**src/rtl/fifo_top.sv**
```systemverilog
// fifo_top -- single-clock synchronous FIFO with a registered read port.
//
// Ports:
//   clk      in   single clock; all state changes on its rising edge
//   rst      in   asynchronous, active-low reset
//   wr_en    in   write request
//   wr_data  in   DATA_SIZE-bit word to store
//   rd_en    in   read request
//   rd_data  out  DATA_SIZE-bit registered read word
//   full     out  high when DEPTH words are stored
//   empty    out  high when no words are stored
//
// Handshake: a write is accepted on a rising edge where wr_en=1 and full=0.
// A read is accepted on a rising edge where rd_en=1 and empty=0. An accepted
// read places the word on rd_data straight after that edge. Requests made
// while the matching flag is set are dropped, not queued. rd_data holds its
// value on every edge without an accepted read.
module fifo_top #(
  parameter int DATA_SIZE = 8,
  parameter int ADDR_SIZE = 4,
  parameter int DEPTH     = 16  // must equal 2**ADDR_SIZE
) (
  input  logic                 clk,
  input  logic                 rst,
  input  logic                 wr_en,
  input  logic [DATA_SIZE-1:0] wr_data,
  input  logic                 rd_en,
  output logic [DATA_SIZE-1:0] rd_data,
  output logic                 full,
  output logic                 empty
);

  // One extra pointer bit acts as a wrap flag. It separates the full case
  // from the empty case when the index bits are equal.
  localparam int PTR_W = ADDR_SIZE + 1;
  localparam logic [PTR_W-1:0] PTR_ONE = PTR_W'(1);

  logic [DATA_SIZE-1:0] mem_q [DEPTH];

  logic [PTR_W-1:0]     wr_ptr_q, wr_ptr_d;
  logic [PTR_W-1:0]     rd_ptr_q, rd_ptr_d;
  logic [DATA_SIZE-1:0] rd_data_q, rd_data_d;

  logic wr_acc;
  logic rd_acc;
  logic ptr_idx_eq;

  // Flags are decoded from the registered pointers only. They therefore
  // change in the cycle after the edge that moved a pointer.
  assign ptr_idx_eq = (wr_ptr_q[ADDR_SIZE-1:0] == rd_ptr_q[ADDR_SIZE-1:0]);
  assign empty      = ptr_idx_eq && (wr_ptr_q[ADDR_SIZE] == rd_ptr_q[ADDR_SIZE]);
  assign full       = ptr_idx_eq && (wr_ptr_q[ADDR_SIZE] != rd_ptr_q[ADDR_SIZE]);

  assign wr_acc = wr_en && !full;
  assign rd_acc = rd_en && !empty;

  always_comb begin
    wr_ptr_d  = wr_ptr_q;
    rd_ptr_d  = rd_ptr_q;
    rd_data_d = rd_data_q;
    if (wr_acc) begin
      wr_ptr_d = wr_ptr_q + PTR_ONE;
    end
    if (rd_acc) begin
      rd_ptr_d  = rd_ptr_q + PTR_ONE;
      rd_data_d = mem_q[rd_ptr_q[ADDR_SIZE-1:0]];
    end
  end

  always_ff @(posedge clk or negedge rst) begin
    if (!rst) begin
      wr_ptr_q  <= '0;
      rd_ptr_q  <= '0;
      rd_data_q <= '0;
    end else begin
      wr_ptr_q  <= wr_ptr_d;
      rd_ptr_q  <= rd_ptr_d;
      rd_data_q <= rd_data_d;
    end
  end

  // Storage is not reset. Clearing the pointers is enough to discard the
  // stored words.
  always_ff @(posedge clk) begin
    if (wr_acc) begin
      mem_q[wr_ptr_q[ADDR_SIZE-1:0]] <= wr_data;
    end
  end

  assign rd_data = rd_data_q;

endmodule

```
**config.mk**
```make
export PLATFORM = sky130hd
export DESIGN_NAME = fifo_top
export DESIGN_NICKNAME = d
export VERILOG_FILES = /design/src/rtl/fifo_top.sv
export SDC_FILE = /design/constraint.sdc
export NUM_CORES = 1
export LEC_CHECK = 0
export BUFFER_PORTS_ARGS = -buffer_cell sky130_fd_sc_hd__buf_2
export CAP_MARGIN = 10
export CORE_MARGIN = 2
export CORE_UTILIZATION = 55
export CTS_BUF_LIST = sky130_fd_sc_hd__clkbuf_16
export DETAILED_ROUTE_END_ITERATION = 7
export GPL_ROUTABILITY_DRIVEN = 0
export PLACE_DENSITY = 0.72
export SYNTH_ARGS = -nofsm -noshare
export SYNTH_HDL_FRONTEND = slang
export SYNTH_SLANG_ARGS = --single-unit
```
**constraint.sdc**
```tcl
create_clock -name clk -period 3.84 [get_ports clk]
set_clock_uncertainty 0.2 [all_clocks]
set_input_delay 0.192 -clock clk [delete_from_list [all_inputs] [get_ports clk]]
set_output_delay 0.192 -clock clk [all_outputs]
set_load 0.03 [all_outputs]
```
==> run metrics <==
maximum vdd drop=between 400 and 500 uV; fin util=65.6%; Worst-Margin Slew=approximately 0.8 ns; worst relative slew slack=about 46%; Die W=between 100 and 150 um; final instance area=roughly 0.007 sq mm; worst path arrival time=2.59 ns; gr ovfl total=0; hpwl dp=between 7000 and 8000 um; Slew Viols, Final=0; Root Driver=clkbuf_16; Post-synth EDFFs=128; Crit Path Category=reg -> reg; first-pass GRT wire length=between 15000 and 20000 um; Tcrit/Tclk final=between 70% and 80%; post-synth top area cell=edfxtp_1; Synth Flop Type=edfxtp_1; final wirelength=around 12000 um; Core Box Area=between 0.01 and 0.015 sq mm; fin crit period=between 2 and 3 ns; Final Hold Vio Count=0; vias in the first global route=just under 3000; outcome=complete, no violations; Die H=108 um; DRC viols=0; clk sinks=~150; layout cells sized above 1=roughly 25%; CTS max path bufs=2; setup violators final=0; CTS H-tree depth=4; Yosys cell types=28; Max Cap Viol=0; DP Area=about 0.0062 sq mm; antenna violations before repair=0; Ant. Diodes=0; Cell Rows=37; Setup TNS Final=0 ns; Worst Hold Class=in -> reg; sequential share of the synthesized area=around 72%; most frequent cell after synthesis=edfxtp_1; router iterations before antenna repair=5; total track usage=between 20% and 30%; FF+latch count, synth=roughly 150; synth cell count leaders=edfxtp_1, dfrtp_1, mux2_2; DIE AREA=around 0.012 sq mm; Synth async-reset ratio=between 10% and 20%; CP required=roughly 3.7 ns; static leakage=2.43 nW; setup repair bufs after CTS=0; total number of vias=2886; Detailed Route Iter0 Violations=roughly 220; mapped cell area=between 0.005 and 0.006 sq mm; Tot Pwr=5.41 mW; I/O pins=22; Synth top area share=around 65%; Max Fclk=roughly 0.36 GHz; Fillers=approximately 700; largest net degree at the start of global routing=34; WL per Instance=between 20 and 25 um; Power Density=792 mW/mm^2; Final #Nets=350; RSZ-0062 raised after global routing=no; Area Overhead vs Synth=14.9%; R2R setup slack=about 1.1 ns; cts bufs inserted=17; syn_nets=around 320; Avg Cell Area, Syn=slightly below 20 sq um; Crit Path Max Fanout=22; Detail Route Antenna Nets=0; worst hold slack=approximately 0.0032 ns; Synth Instances=301; yosys warns=0; Starting Density=between 50% and 60%; Via density=between 5 and 6; CTS clk-pin slew, worst paths=0.06 ns; CTS tree=done; largest cells by area after synthesis=edfxtp_1, dfrtp_1, mux4_1, mux4_2, mux2_2; element type at the critical path start=flip-flop; Worst setup EP type=flip-flop; Clock Latency Late Sink=between 0.4 and 0.5 ns; port buffer count=21
==> stage by stage <==
| step | std cells | setup WS, ns |
|---|---|---|
| floorplan | 301 | 1.57 |
| global placement | 445 | 1.11 |
| detailed placement | 445 | 1.05 |
| CTS | 482 | 1.04 |
| global route | 482 | 0.877 |
| finish | 482 | 1.09 |
==> report_power, final <==
| group | leakage (nW) | switching [mW] | internal [mW] | total, mW |
|---|---|---|---|---|
| Sequential | 1.36 | 0.232 | 1.97 | 2.20 |
| Combinational | 0.772 | 0.801 | 0.734 | 1.54 |
| Clock | 0.290 | 0.640 | 1.03 | 1.67 |
==> timing repair <==
item / CTS / global route
hold endpoints to repair: 54 / 0
hold buffers: 5 / 0
setup endpoints to repair: 0 / 0
resized for setup: 0 / 0
==> state kept, by name (all words and copies together) (netlist names) <==
signal and flops:
mem_q 128, rd_data 8, rd_ptr_q 5, wr_ptr_q 5
==> kinds of logic after synthesis <==
kind of cell,Yosys count,synth area share [%]
xor gates and xnor gates,14,2.06
DFF,146,72.2
muxes,58,16.0
adders and majority gates,5,1.05
and+or+nand+nor,35,3.60
buffers and inverters,19,1.60
AOI/OAI and AO/OA,24,3.43
==> routing by layer <==
layer | global-route usage, % | vias to the layer above | routed length (um)
li1 | - | 1297 | -
met1 | 32.6 | 1493 | 5020
met2 | 33.0 | 86 | 5590
met3 | 5.18 | 10 | 830
met4 | 7.69 | 0 | 110
met5 | 0 | - | 0
==> placed cells by master (no fill, tap or decap), drive strengths merged <==
cell type / Yosys / layout
a221oi: 8 / 8
a22o: 8 / 8
and2: 2 / 2
and3: 14 / 14
buf: 9 / 24
bufinv: 0 / 3
clkbuf: 7 / 17
clkinv: 0 / 6
clkinvlp: 0 / 2
dfrtp: 18 / 18
dlygate4sd3: 0 / 5
edfxtp: 128 / 128
ha: 5 / 5
inv: 3 / 7
mux2: 18 / 18
mux2i: 16 / 16
mux4: 24 / 24
nand2b: 8 / 8
nand4: 1 / 1
nor2: 4 / 4
nor2b: 5 / 5
nor3: 1 / 1
o2111ai: 2 / 2
o211ai: 4 / 4
o21a: 1 / 1
o21ai: 1 / 1
xnor2: 13 / 13
xor2: 1 / 1
==> critical path, stage by stage, from the launching register on <==
cell and delay [ns]:
dfrtp_1 0.85, xnor2_1 0.18, nand4_2 0.24, o211ai_1 0.21
nor2b_1 0.69
==> final cells by class <==
type | count | area (sq um) | share of cell area, %
multi-input cells | 136 | 1560 | 22.8
repair buffers | 29 | 190 | 2.78
flip-flops and latches | 146 | 4300 | 62.9
well taps | 136 | 170 | 2.49
clock inverters | 15 | 183 | 2.67
clock buffers | 17 | 425 | 6.23
inverters | 3 | 11.3 | 0.165
==> final timing paths <==
check	from	end	depth (start not counted)
max	rd_ptr_q[0]$_DFFE_PN0P_	mem_q[7][4]$_DFFE_PP_	4
min	wr_data[2]	mem_q[15][2]$_DFFE_PP_	1
max reg2reg	rd_ptr_q[0]$_DFFE_PN0P_	mem_q[7][4]$_DFFE_PP_	4
min reg2reg	rd_data[2]$_DFFE_PN0P_	rd_data[2]$_DFFE_PN0P_	1
max in group asynchronous	rst	rd_ptr_q[2]$_DFFE_PN0P_	2
min in group asynchronous	rst	rd_ptr_q[4]$_DFFE_PN0P_	2
Power figures use the tool's default switching activity.
